<file path="src/rtl/round_inverse_engine.sv">
// Iterative inverse of the nibble-permute/XOR/rotate round function, one inverse round per clock.
// Optional feature macro ROUND_INV_SELFCHECK_EN re-encodes the result forward and flags mismatches on out_err.
module round_inverse_engine #(
  parameter int ROUNDS = 4
) (
  input  logic                clk,
  input  logic                rst,
  input  logic                in_valid,
  output logic                in_ready,
  input  logic [31:0]         in_state,
  input  logic [4*ROUNDS-1:0] in_sbox,
  output logic                out_valid,
  input  logic                out_ready,
  output logic [31:0]         out_state,
  output logic                out_err,
  output logic                busy
);
  localparam int KW = (ROUNDS > 1) ? $clog2(ROUNDS) : 1;
  localparam logic [KW-1:0] K_LAST = KW'(ROUNDS - 1);
  localparam logic [KW-1:0] K_ZERO = {KW{1'b0}};
  localparam logic [KW-1:0] K_ONE  = KW'(1);

  typedef enum logic [1:0] {
    IDLE  = 2'd0,
    RUN   = 2'd1,
    CHECK = 2'd2,
    DONE  = 2'd3
  } state_t;

  function automatic logic [3:0] rotl4(input logic [3:0] x, input logic [1:0] n);
    logic [7:0] d;
    d = {x, x} << n;
    return d[7:4];
  endfunction

  function automatic logic [3:0] rotr4(input logic [3:0] x, input logic [1:0] n);
    logic [7:0] d;
    d = {x, x} >> n;
    return d[3:0];
  endfunction

  // Forward round: output nibble i takes source (i+2) mod 8, XORs s, rotates left by i/2.
  function automatic logic [31:0] f_round(input logic [31:0] h, input logic [3:0] s);
    logic [31:0] r;
    r = 32'd0;
    for (int i = 0; i < 8; i++) begin
      r[4*i +: 4] = rotl4(h[4*((i + 2) % 8) +: 4] ^ s, 2'(i / 2));
    end
    return r;
  endfunction

  function automatic logic [31:0] g_round(input logic [31:0] h, input logic [3:0] s);
    logic [31:0] r;
    r = 32'd0;
    for (int j = 0; j < 8; j++) begin
      r[4*j +: 4] = rotr4(h[4*((j + 6) % 8) +: 4], 2'(((j + 6) % 8) / 2)) ^ s;
    end
    return r;
  endfunction

  state_t              state_r;
  logic [KW-1:0]       k_r;
  logic [31:0]         work_r;
  logic [4*ROUNDS-1:0] sbox_r;
  logic [31:0]         out_state_r;
  logic                out_valid_r;
  logic                out_err_r;
  logic                in_ready_r;
  logic                busy_r;
  logic [3:0]          sbox_k_s;
  logic [31:0]         inv_next_s;

`ifdef ROUND_INV_SELFCHECK_EN
  logic [31:0]   orig_r;
  logic [31:0]   chk_r;
  logic [KW-1:0] c_r;
  logic [3:0]    sbox_c_s;
  logic [31:0]   fwd_next_s;

  // Select the S-box nibble for the current re-encode round.
  always_comb begin
    sbox_c_s = 4'd0;
    for (int i = 0; i < ROUNDS; i++) begin
      sbox_c_s = (c_r == KW'(i)) ? sbox_r[4*i +: 4] : sbox_c_s;
    end
  end

  assign fwd_next_s = f_round(chk_r, sbox_c_s);
`endif

  // Select the S-box nibble for the current inverse round.
  always_comb begin
    sbox_k_s = 4'd0;
    for (int i = 0; i < ROUNDS; i++) begin
      sbox_k_s = (k_r == KW'(i)) ? sbox_r[4*i +: 4] : sbox_k_s;
    end
  end

  assign inv_next_s = g_round(work_r, sbox_k_s);

  // Control FSM with registered handshake outputs and datapath registers.
  always_ff @(posedge clk) begin
    if (rst) begin
      state_r     <= IDLE;
      k_r         <= K_ZERO;
      work_r      <= 32'd0;
      sbox_r      <= {(4*ROUNDS){1'b0}};
      out_state_r <= 32'd0;
      out_valid_r <= 1'b0;
      out_err_r   <= 1'b0;
      in_ready_r  <= 1'b1;
      busy_r      <= 1'b0;
`ifdef ROUND_INV_SELFCHECK_EN
      orig_r      <= 32'd0;
      chk_r       <= 32'd0;
      c_r         <= K_ZERO;
`endif
    end else begin
      case (state_r)
        IDLE: begin
          if (in_valid) begin
            work_r     <= in_state;
            sbox_r     <= in_sbox;
            k_r        <= K_LAST;
            state_r    <= RUN;
            in_ready_r <= 1'b0;
            busy_r     <= 1'b1;
`ifdef ROUND_INV_SELFCHECK_EN
            orig_r     <= in_state;
`endif
          end else begin
            state_r <= IDLE;
          end
        end
        RUN: begin
          work_r <= inv_next_s;
          if (k_r == K_ZERO) begin
`ifdef ROUND_INV_SELFCHECK_EN
            state_r <= CHECK;
            chk_r   <= inv_next_s;
            c_r     <= K_ZERO;
`else
            state_r     <= DONE;
            out_valid_r <= 1'b1;
            out_state_r <= inv_next_s;
`endif
          end else begin
            k_r <= k_r - K_ONE;
          end
        end
`ifdef ROUND_INV_SELFCHECK_EN
        CHECK: begin
          chk_r <= fwd_next_s;
          if (c_r == K_LAST) begin
            out_err_r   <= (fwd_next_s != orig_r);
            out_state_r <= work_r;
            out_valid_r <= 1'b1;
            state_r     <= DONE;
          end else begin
            c_r <= c_r + K_ONE;
          end
        end
`endif
        DONE: begin
          if (out_ready) begin
            state_r     <= IDLE;
            out_valid_r <= 1'b0;
            in_ready_r  <= 1'b1;
            busy_r      <= 1'b0;
          end else begin
            state_r <= DONE;
          end
        end
        default: begin
          state_r     <= IDLE;
          out_valid_r <= 1'b0;
          in_ready_r  <= 1'b1;
          busy_r      <= 1'b0;
        end
      endcase
    end
  end

  assign in_ready  = in_ready_r;
  assign busy      = busy_r;
  assign out_valid = out_valid_r;
  assign out_state = out_state_r;
  assign out_err   = out_err_r;

endmodule

</file>
<file path="config.mk">
export PLATFORM = sky130hd
export DESIGN_NAME = round_inverse_engine
export DESIGN_NICKNAME = d
export VERILOG_FILES = /design/src/rtl/round_inverse_engine.sv
export SDC_FILE = /design/constraint.sdc
export NUM_CORES = 1
export LEC_CHECK = 0
export CAP_MARGIN = 5
export CORE_ASPECT_RATIO = 0.5
export CORE_UTILIZATION = 25
export CTS_BUF_LIST = sky130_fd_sc_hd__clkbuf_2 sky130_fd_sc_hd__clkbuf_4 sky130_fd_sc_hd__clkbuf_8
export CTS_CLUSTER_DIAMETER = 30
export CTS_CLUSTER_SIZE = 20
export DETAILED_ROUTE_END_ITERATION = 8
export PLACE_DENSITY = 0.5
export SKIP_LAST_GASP = 1
export SLEW_MARGIN = 10
export SYNTH_ARGS = -nofsm -noshare
export SYNTH_HDL_FRONTEND = slang
export SYNTH_SLANG_ARGS = --single-unit
</file>
<file path="constraint.sdc">
create_clock -name clk -period 1.85 [get_ports clk]
set_input_delay 0.2775 -clock clk [delete_from_list [all_inputs] [get_ports clk]]
set_output_delay 0.2775 -clock clk [all_outputs]
set_load 0.02 [all_outputs]
</file>
Word level (Yosys, flattened, before mapping)
Cells that the tools add are included.

operators by class
  bitwise gates (word level) = 10
  add/subtract/negate cells = 1
  reductions and logical operators = 9
  eq/ne operators = 9
  multiplexer cells = 21

operators by type and width
  cell                                               number
  case mux 32 bit (2 select lines)                   1
  two-way mux 32 bit                                 1
  XOR 4 bit                                          8
  two-way mux 4 bit                                  4
  case mux 1 bit (3 select lines)                    3
  AND reduction 3 bit                                3
  two-way mux 2 bit                                  4
  inequality test 2 bit (second input constant)      4
  == test 2 bit (second input constant)              3
  two-way mux 1 bit                                  6
  case mux 2 bit (3 select lines)                    1
  AND reduction 2 bit                                3
  == test 2 x 1 -> 1 bit (second input constant)     2
  zero test 2 bit                                    2
  case mux 2 bit (2 select lines)                    1
  NOT 1 bit                                          2
  nonzero test 2 bit                                 1
  subtractor 2 x 1 -> 2 bit (second input constant)  1

word-level totals
  output and inout port bits = 36
  register bits = 87

Depth between registers and ports, before layout
  depth in word-level cells = 7
  depth in mapped cells = 8

Worst setup path after synthesis
Ideal clock, no wire load.

  path kind = register -> register
  start point = register k_r[1]
  end point = register work_r[11]
  arrival = 1.629 ns
  library setup time = 0.133 ns
  stages on the path, launching flop included = 7
  required time = 1.717 ns
  buffers on the path = 0
  slack = 0.089 ns
  path through = dfxtp_1 > inv_1 > ha_1 > nand3b_1 > a311oi_4 > xnor2_1 > a21oi_1

on the way
  longest elaborated chain between the ends = 7

ends and longest elaborated chain
  item                                RTL line  text
  start: declaration                  62        logic [KW-1:0] k_r;
  start signal: assignment            148       k_r <= k_r - K_ONE;
  zero test 2 bit                     95        sbox_k_s = (k_r == KW'(i)) ? sbox_r[4*i +: 4] : sbox_k_s;
  two-way mux 4 bit (3 in a row)      95
  two-way mux 4 bit *                 95
  XOR 4 bit *                         56        r[4*j +: 4] = rotr4(h[4*((j + 6) % 8) +: 4], 2'(((j + 6) % 8) / 2)) ^ s;
  case mux 32 bit (2 select lines) *  119       case (state_r)
  end signal: assignment              122       work_r <= in_state;
  end signal: assignment              136       work_r <= inv_next_s;
  end: declaration                    63        logic [31:0] work_r;

Every way passes the cells marked *; elsewhere a longest branch is shown, timed or not.
A chain may end at the register's enable or synchronous reset.

Worst setup path in the final report
  start point = register k_r[0]
  end point = register work_r[7]

The elaborated chain is that of the path after synthesis.

==> impl_metrics.toml <==
[status]
status = "finished clean"

[die]
ioPinCount = 88
start_util_pct = 25.7
fp.dieH_um = 91.1
die_area_mm2 = 0.0164
core_mm2 = 0.0155
die_w_um = 180
std_cell_rows = 32

[power_and_ir_drop]
power_leakage_nw = 1.98
power_frac_seq_pct = 41.5
combPwrFrac_pct = 30.0
irDropWorstVdd_mv = 0.313
clkPwrFrac_pct = 28.5
power-per-cell-area_mw_per_mm2 = 994
swShare_pct = 32.5
finalPower_mw = 5.47
p_sw_mw = 1.78
p_int_mw = 3.69

[clock_network]
cts_root_buffer = "clkbuf_8"
clk_pin_slew_ns = 0.10
clock_latency_ns = 0.38
cts-hold-fix-buffers = 0
cts-buffers-inserted = 9
htreeDepth = 3
cts_buffer_depth = 2
cts_sinks = 87
cts_tree = "done"

[worst_setup_path]
critPathSlowestCell = "dfxtp_2"
path_class = "reg2reg"
startpoint = "k_r[0]"
timing.rr.end = "work_r[7]"
critPathMaxFanout = 8
path_depth = 7
cp-end-kind = "flop"
crit_arrival_ns = 2.07
max_stage_delay_ns = 0.35
crit_buf_inv = 2
crit_chain = "ha_2 > buf_4 > nor2b_1 > a311oi_4 > buf_12 > xnor2_1 > a21oi_1"
crit_path_start_kind = "flop"
ff2ff_setup_slack_ns = 0.04
crit_required_ns = 2.11
cpLargestDelayFamily = "compound AO/OA/AOI/OAI gates"
reg2reg_depth = 7
worstReg2RegStart = "k_r[0]"
critPathCapture = "work_r[7]"

[synth]
ys_ff_latch = 87
synth_cells = 485
netlist_area_mm2 = 0.00397
synth.distinct_cells = 30
ys_warn_count = 0
syn_nets = 541
syn_avg_cell_area_um2 = 8.18
seq_area_frac_synth_pct = 43.9

[detailed_routing]
drtIter0Drc = 188
wl_per_cell_um = 16.0
vias = 3528
drtPass1Iterations = 4
viasPerCell = 4.57
drcViolationCount = 0
antenna_left = 0
wirelength_um = 12400

[global_routing]
gr-total-overflow = 0
grt_pass1_wl_um = 19600
grt_max_degree = 54
grt_pass1_vias = 3453
antenna_found_initial = 0
grt_usage_pct = 15.5

[finish]
num_antenna_cells = 0
final_layout_size_suffix_gt1_share_pct = 10.4
multi_input_area_mm2 = 0.00202
fin_nets = 619
area_growth_pct = 38.8
register_area_mm2 = 0.00174
nFillCells = 1600

[sta]
min_period_over_period_pct = 97.9
timing.final.crit_period_ns = 1.81
whs_ns = 0.292
worst_pin_slew_ns = 0.584
fin_skew_ns = 0.0139
setup_violations = 0
rsz0062_at_grt = "true"
slew_headroom_pct = 61.1
fmax_ghz = 0.552
final-hold-violation-count = 0
final_max_slew_viol_count = 0

[hold_path]
holdCritPathClass = "in2reg"

[placed_design]
place.gp.congestion = 0.786
hpwl_um = 8390
port_buffers = 86

[run]
maxCapViolCount = 0
flip-flops by register name, summed over array words and instances (netlist names):
register	flops
work_r	32
in_ready	1
out_valid	1
busy	1
sbox_r	16
state_r	2
k_r	2
out_state	32
per-layer routing:
layer  GRT usage [%]  wire (µm)  vias to the layer above
met5               0          0                        -
met2            25.0       5710                       51
met4            4.77        115                        0
li1                -          -                     1798
met1            20.8       6160                     1668
met3            3.13        374                       11
worst register-to-register path, cell delays in order, from the launching register on:
cell and delay, ns:
dfxtp_2 0.35, ha_2 0.25, buf_4 0.16, nor2b_1 0.14
a311oi_4 0.32, buf_12 0.19, xnor2_1 0.19, a21oi_1 0.11
layout by cell type, fill, tap and decap left out, types with 4 or more instances in the layout:
cell type / instances
clkbuf_8: 10
buf_4: 11
xnor2_1: 25
o22a_1: 32
o21ai_1: 32
inv_1: 36
nand2_1: 70
clkdlybuf4s50_1: 85
nand3b_1: 5
o21ai_0: 32
dfxtp_1: 85
nor2b_1: 4
buf_12: 9
xnor2_2: 7
nor2_1: 5
a311oi_4: 4
a21oi_1: 82
how the worst min path moves through the flow:
| stage | start | to | slack, ns | cells past startpoint |
|---|---|---|---|---|
| floorplan | in_sbox[0] | sbox_r[0] | 0.41 | 2 |
| global placement | out_state[20] | out_state[20] | 0.44 | 2 |
| detailed placement | out_state[31] | out_state[31] | 0.44 | 2 |
| CTS | rst | work_r[28] | 0.29 | 4 |
| global route | rst | work_r[28] | 0.32 | 4 |
| finish | rst | work_r[28] | 0.29 | 4 |
area by class of cell:
class                      count  share of cell area, %
sequential                    87                   31.7
tap                          204                   4.64
timing repair buffer         106                   20.3
clock inverter                 6                   1.66
clock buffer                  10                   2.50
inverter                      36                   2.45
multi-input combinational    323                   36.7
cell usage after synthesis:
| cell type | count | area share [%] |
|---|---|---|
| dfxtp_1 | 87 | 44 |
| a21oi_1 | 83 | 10 |
| nand2_1 | 70 | 6.6 |
| inv_1 | 36 | 3.4 |
| clkbuf_1 | 33 | 3.1 |
| o21ai_0 | 32 | 4.0 |
| o21ai_1 | 32 | 4.0 |
| o22a_1 | 32 | 7.1 |
| xnor2_1 | 32 | 7.1 |
| nand3b_1 | 5 | 0.95 |
| nor2_1 | 5 | 0.47 |
| nor2b_1 | 5 | 0.79 |
| a311oi_4 | 4 | 2.6 |
| ha_1 | 4 | 1.3 |
| nor3b_1 | 4 | 0.76 |
| nor3_1 | 3 | 0.38 |
| a211oi_1 | 2 | 0.38 |
| buf_2 | 2 | 0.25 |
| buf_4 | 2 | 0.38 |
| nand2b_1 | 2 | 0.32 |
| a21boi_0 | 1 | 0.19 |
| a2bb2oi_1 | 1 | 0.22 |
| and2_1 | 1 | 0.16 |
| buf_1 | 1 | 0.095 |
| buf_6 | 1 | 0.28 |
| conb_1 | 1 | 0.095 |
| nor2_2 | 1 | 0.16 |
| o21bai_1 | 1 | 0.19 |
| o22ai_1 | 1 | 0.16 |
| or2_1 | 1 | 0.16 |
per-stage QoR:
step	utilization [%]	instance area [µm²]	setup slack (ns)	TNS [ns]	instances
detailed placement	33.5	5180	-0.183	-2.36	756
global placement	33.5	5180	-0.139	-0.830	756
global route	35.6	5510	-0.0321	-0.181	772
finish	35.6	5510	0.0389	0	772
CTS	35.3	5450	0.00249	0	772
floorplan	-	3970	0.0889	0	485
power by group through the flow:
| stage | logic, mW | clock network (mW) | registers [mW] |
|---|---|---|---|
| 5_1_grt | 1.79 | 1.68 | 2.30 |
| 3_5_place_dp | 1.59 | 0 | 2.31 |
| 3_3_place_gp | 1.58 | 0 | 2.31 |
| 2_1_floorplan | 0.866 | 0 | 2.33 |
| 4_1_cts | 1.63 | 1.60 | 2.27 |
| 6_report | 1.64 | 1.56 | 2.27 |
cells by family (layout without fill, tap and decap cells):
group                      after synthesis  count (layout)  share of synthesized area [%]
buffers and inverters                   75             158                           7.54
and+or+nand+nor                         97              97                           10.8
other                                    1               1                         0.0945
adders and majority gates                4               4                           1.26
AOI/OAI and AO/OA                      189             189                           29.4
DFF                                     87              87                           43.9
xor gates and xnor gates                32              32                           7.06
repair_timing:
| action | 4_1_cts | 5_1_grt |
|---|---|---|
| pin swaps | 1 | 3 |
| setup buffers | 0 | 0 |
| gates resized for setup | 8 | 9 |
| setup endpoints to repair | 58 | 51 |
(Power assumes the default switching activity.)
